**src/rtl/uart_arb_pkg.sv**
```systemverilog
// Shared types and helpers for the UART transmit arbiter.
// Consumed by uart_rr_pick and uart_tx_arbiter.
package uart_arb_pkg;

  typedef enum logic {
    IDLE = 1'b0,
    SEND = 1'b1
  } state_e;

  function automatic int idx_width(input int n);
    return (n > 1) ? $clog2(n) : 1;
  endfunction

  localparam int DEFAULT_NUM_REQ = 4;
  localparam int DEFAULT_IDX_W   = idx_width(DEFAULT_NUM_REQ);

endpackage

```
**src/rtl/uart_rr_pick.sv**
```systemverilog
// Combinational round-robin selector: first eligible index at or above rr_ptr,
// wrapping from NUM_REQ-1 back to 0. Holds no state.
module uart_rr_pick
  import uart_arb_pkg::*;
#(
  parameter int NUM_REQ = DEFAULT_NUM_REQ
) (
  input  logic [NUM_REQ-1:0]         eligible,
  input  logic [$clog2(NUM_REQ)-1:0] rr_ptr,
  output logic                       found,
  output logic [$clog2(NUM_REQ)-1:0] index
);

  localparam int GW = idx_width(NUM_REQ);
  localparam int SW = GW + 1;

  logic [SW-1:0] cand;

  // Walk offsets from farthest to nearest so the nearest eligible one wins.
  always_comb begin
    found = 1'b0;
    index = '0;
    cand  = '0;
    for (int k = NUM_REQ - 1; k >= 0; k--) begin
      cand = {1'b0, rr_ptr} + SW'(k);
      if (cand >= SW'(NUM_REQ)) cand = cand - SW'(NUM_REQ);
      if (eligible[cand[GW-1:0]]) begin
        found = 1'b1;
        index = cand[GW-1:0];
      end
    end
  end

endmodule

```
**src/rtl/uart_tx_arbiter.sv**
```systemverilog
// Round-robin arbiter sharing one UART transmitter among NUM_REQ requesters.
// Define UART_ARB_PKT_LOCK_EN to hold the grant until a requester's req_last.
//
// state | meaning
// IDLE  | choose a winner among eligible requesters, capture its character
// SEND  | tx_valid high, waiting for tx_ready
module uart_tx_arbiter
  import uart_arb_pkg::*;
#(
  parameter int NUM_REQ    = DEFAULT_NUM_REQ,
  parameter int DATA_WIDTH = 8
) (
  input  logic                          clk,
  input  logic                          rst,
  input  logic [NUM_REQ*DATA_WIDTH-1:0] req_data,
  input  logic [NUM_REQ-1:0]            req_valid,
  input  logic [NUM_REQ-1:0]            req_last,
  output logic [NUM_REQ-1:0]            req_ready,
  output logic [DATA_WIDTH-1:0]         tx_data,
  output logic                          tx_valid,
  input  logic                          tx_ready,
  output logic [$clog2(NUM_REQ)-1:0]    grant_id
);

  localparam int GW = idx_width(NUM_REQ);

  state_e                state_q, state_d;
  logic [GW-1:0]         rr_ptr_q, rr_ptr_d;
  logic [GW-1:0]         grant_id_q, grant_id_d;
  logic [DATA_WIDTH-1:0] tx_data_q, tx_data_d;
  logic                  tx_valid_q, tx_valid_d;
  logic [GW-1:0]         rr_next;

  logic [NUM_REQ-1:0]    eligible;
  logic                  pick_found;
  logic [GW-1:0]         pick_idx;
  logic [DATA_WIDTH-1:0] req_slice [NUM_REQ];

  for (genvar g = 0; g < NUM_REQ; g++) begin : g_slice
    assign req_slice[g] = req_data[g*DATA_WIDTH +: DATA_WIDTH];
  end

  assign rr_next = (grant_id_q == GW'(NUM_REQ - 1)) ? '0 : grant_id_q + GW'(1);

`ifdef UART_ARB_PKT_LOCK_EN
  logic lock_q, lock_d;
  logic last_q, last_d;

  // While locked, only the requester that owns the packet may be granted.
  assign eligible = lock_q ? (req_valid & (NUM_REQ'(1) << grant_id_q)) : req_valid;
`else
  logic unused_last;

  assign unused_last = ^req_last;
  assign eligible    = req_valid;
`endif

  uart_rr_pick #(
    .NUM_REQ (NUM_REQ)
  ) u_pick (
    .eligible (eligible),
    .rr_ptr   (rr_ptr_q),
    .found    (pick_found),
    .index    (pick_idx)
  );

  always_comb begin
    state_d    = state_q;
    rr_ptr_d   = rr_ptr_q;
    grant_id_d = grant_id_q;
    tx_data_d  = tx_data_q;
    tx_valid_d = tx_valid_q;
    req_ready  = '0;
`ifdef UART_ARB_PKT_LOCK_EN
    lock_d     = lock_q;
    last_d     = last_q;
`endif
    unique case (state_q)
      IDLE: begin
        if (pick_found) begin
          req_ready[pick_idx] = 1'b1;
          tx_data_d           = req_slice[pick_idx];
          grant_id_d          = pick_idx;
          tx_valid_d          = 1'b1;
          state_d             = SEND;
`ifdef UART_ARB_PKT_LOCK_EN
          last_d              = req_last[pick_idx];
`endif
        end
      end
      SEND: begin
        if (tx_ready) begin
          tx_valid_d = 1'b0;
          state_d    = IDLE;
`ifdef UART_ARB_PKT_LOCK_EN
          if (last_q) begin
            lock_d   = 1'b0;
            rr_ptr_d = rr_next;
          end else begin
            lock_d   = 1'b1;
          end
`else
          rr_ptr_d   = rr_next;
`endif
        end
      end
    endcase
    // Nothing may be accepted in a reset cycle; the capture would be lost anyway.
    if (rst) req_ready = '0;
  end

  always_ff @(posedge clk) begin
    if (rst) begin
      state_q    <= IDLE;
      rr_ptr_q   <= '0;
      grant_id_q <= '0;
      tx_data_q  <= '0;
      tx_valid_q <= 1'b0;
`ifdef UART_ARB_PKT_LOCK_EN
      lock_q     <= 1'b0;
      last_q     <= 1'b0;
`endif
    end else begin
      state_q    <= state_d;
      rr_ptr_q   <= rr_ptr_d;
      grant_id_q <= grant_id_d;
      tx_data_q  <= tx_data_d;
      tx_valid_q <= tx_valid_d;
`ifdef UART_ARB_PKT_LOCK_EN
      lock_q     <= lock_d;
      last_q     <= last_d;
`endif
    end
  end

  assign tx_data  = tx_data_q;
  assign tx_valid = tx_valid_q;
  assign grant_id = grant_id_q;

endmodule

```
**config.mk**
```make
export PLATFORM = sky130hd
export DESIGN_NAME = uart_tx_arbiter
export DESIGN_NICKNAME = d
export VERILOG_FILES = /design/src/rtl/uart_arb_pkg.sv /design/src/rtl/uart_rr_pick.sv /design/src/rtl/uart_tx_arbiter.sv
export SDC_FILE = /design/constraint.sdc
export NUM_CORES = 1
export LEC_CHECK = 0
export ABC_AREA = 1
export BUFFER_PORTS_ARGS = -buffer_cell sky130_fd_sc_hd__clkbuf_2
export CAP_MARGIN = 20
export CORE_UTILIZATION = 42
export CTS_CLUSTER_SIZE = 10
export DETAILED_ROUTE_END_ITERATION = 8
export PLACE_DENSITY = 0.81
export SETUP_SLACK_MARGIN = 0.3
export SYNTH_ARGS = -nofsm -noshare
export SYNTH_HDL_FRONTEND = slang
export SYNTH_SLANG_ARGS = --single-unit
```
**constraint.sdc**
```tcl
create_clock -name clk -period 2.1 [get_ports clk]
set_input_delay 0.21 -clock clk [delete_from_list [all_inputs] [get_ports clk]]
set_output_delay 0.21 -clock clk [all_outputs]
set_load 0.05 [all_outputs]
```
==> flow_summary.yaml <==
placed_design:
  place.port_buffers: 53
  finalWeightedCongestion: 0.757
  hpwl_um: 2390
  dp_slack_ps: 174
grt:
  grt_pass1_wl_um: 6030
  grt_max_degree: 17
  track_usage_pct: 28.0
  first_global_vias: 1400
  overflow: 0
  antenna_found_initial: 0
finish:
  fillCellCount: 218
  antennaDiodeCount: 0
  finalNetCount: 322
  synthToLayoutAreaGrowth_pct: 64.2
  final_util_pct: 75.6
  drive_above_1_share_pct: 45.8
synth:
  synth_top_area_cell: "dfxtp_1"
  ys_seq_area_share_pct: 23.7
  synth_edf_count: 0
  synth_most_common_cell: "nand3_1"
  synth_seq_cells: 14
  async_reset_ff_share_pct: 0
  ys_warn_count: 0
  ys.flop_type: "dfxtp_1"
  synth_cell_types: 24
  synth_top_cells_by_count: "nand3_1, inv_1, nand2_1"
  syn-instance-count: 204
  synthTopCellsByArea: "dfxtp_1, nand3_1, inv_1"
  avgSynthCellArea_um2: 5.80
  synthesis.area_um2: 1180
  synth_top_area_share_pct: 23.7
  synth_nets: 248
worst_setup_path:
  rr_startpoint: "rr_ptr_q[0]"
  path_cells: "buf_6 > o21ai_4 > nor2_2 > nor2_2 > nand3_4 > nand2_8 > nand2_4 > nor2_4 > buf_12"
  crit_start: "rr_ptr_q[0]"
  cp.arrival_ps: 1820
  cpPeakStageDelay_ps: 380
  cpMaxStageDelayCell: "dfxtp_4"
  critPathKind: "reg -> out"
  path_max_fanout: 8
  crit_top_cell: "nor2_2"
  path_delay_family: "simple AND/OR/NAND/NOR gates"
  cp.required_ps: 1890
  critPathLaunchType: "register"
  endpoint_kind: "primary output"
  path_buf_inv: 2
job:
  cap_violations: 0
timing:
  period_needed_ps: 2030
  timing.slew.headroom_pct: 81.2
  fin_ws_ps: 72.0
  holdWs_ps: 253
  max_freq_mhz: 493
  post-route-period-util_pct: 96.6
  hold_viol: 0
  worst-slew-pin-transition_ps: 283
  fin_skew_ps: 0.646
  rsz0062_at_grt: "yes"
  setup_viol: 0
  drv_slew: 0
cts:
  clock_path_buffers: 2
  cts_hold_buf: 0
  h-tree-depth: 1
  clock-sinks: 14
  cts_tree: "done"
  cts_buffers: 3
  insertion_delay_ps: 280
  clk_pin_slew_worst_paths_ps: 90
  cts_root_buffer: "clkbuf_4"
drt:
  drc: 0
  wl_met2_um: 2010
  wl_per_cell_um: 12.5
  dr.max_layer_used: "met4"
  antenna_left: 0
  firstDrtPassIters: 4
  route.met3.wl_um: 251
  vias: 1521
  wl_met1_um: 1500
  wirelength_um: 3830
  drt-initial-drc-count: 37
  routed_via_density: 4.95
power:
  worst_ir_drop_vdd_mv: 0.704
  p_leak_nw: 1.12
  power.total_w: 0.00133
  power_density_nw_per_um2: 685
min_path:
  hold_path_class: "in -> reg"
  hp-start: "tx_ready"
floorplanning:
  dieArea_um2: 3030
  die_w_um: 55.1
  initial_core_util_pct: 46.1
  die_h_um: 55.1
  rows: 18
  fp.coreArea_um2: 2570
  io_pins: 58
outcome:
  outcome: "finished clean"
## final timing paths
path	end	slack, ps	cells after the start
max	req_ready[1]	70	9
min	rr_ptr_q[1]	250	3
min reg2reg	tx_valid	500	2
max reg2reg	tx_data[5]	200	14
## report_power, final
group	switching (W)	internal, W
Combinational	0.000515	0.000317
Sequential	0.0000300	0.000305
Clock	0.0000894	0.0000737
## registers in the layout, summed over array words and instances (netlist names)
name / cells
state_q: 1
tx_valid: 1
rr_ptr_q: 2
tx_data: 8
grant_id: 2
## cell usage in the layout, fill, tap and decap left out, drive strengths merged
| master | netlist | final |
|---|---|---|
| nor2 | 23 | 23 |
| ha | 1 | 1 |
| clkinv | 1 | 1 |
| o21ai | 6 | 6 |
| clkinvlp | 0 | 1 |
| inv | 43 | 42 |
| nor3 | 1 | 1 |
| o21bai | 1 | 1 |
| a21oi | 3 | 3 |
| nand3 | 50 | 50 |
| nand2 | 54 | 54 |
| buf | 6 | 27 |
| dfxtp | 14 | 14 |
| clkbuf | 1 | 53 |
## layer usage
layer / vias to the layer above / GRT usage (%)
met5: - / 0
met4: 0 / 4.58
met3: 8 / 8.74
met2: 63 / 51.6
met1: 674 / 31.6
li1: 776 / -
## logic make-up after synthesis
family | share of synthesized area (%)
AOI/OAI and AO/OA | 5.08
DFF | 23.7
buffers and inverters | 18.4
adders and majority gates | 1.06
and+or+nand+nor | 51.7
## worst register-to-register path, stage by stage, from the launching register on
cell	delay, ps
dfxtp_4	380
buf_6	140
o21ai_2	150
nand2_1	90
nand2_1	100
inv_2	70
nand2_4	90
nand2_8	70
buf_6	120
buf_6	120
buf_16	130
nand3_1	60
nand3_1	90
nand3_1	110
nand2_1	60
## timing repair
action                     in CTS  in global routing
pin swaps                      17                  3
buffers inserted               14                  3
cloned                          1                  0
gates resized for setup        41                  7
setup endpoints to repair      10                 14
## per-stage QoR
step           cell area [um^2]  TNS (ps)  instances
2_1_floorplan              1230         0        204
3_5_place_dp               1550         0        285
4_1_cts                    1880         0        304
3_3_place_gp               1550         0        285
6_report                   1940         0        307
5_1_grt                    1940     -38.7        307
## cell type report
class / count / area [um^2] / area share [%]
multi-input cells: 139 / 865 / 44.5
inverters: 44 / 170 / 8.76
clock buffers: 4 / 26.3 / 1.35
flip-flops and latches: 14 / 285 / 14.7
well taps: 30 / 37.5 / 1.93
repair buffers: 76 / 558 / 28.7
(Power assumes the default switching activity.)
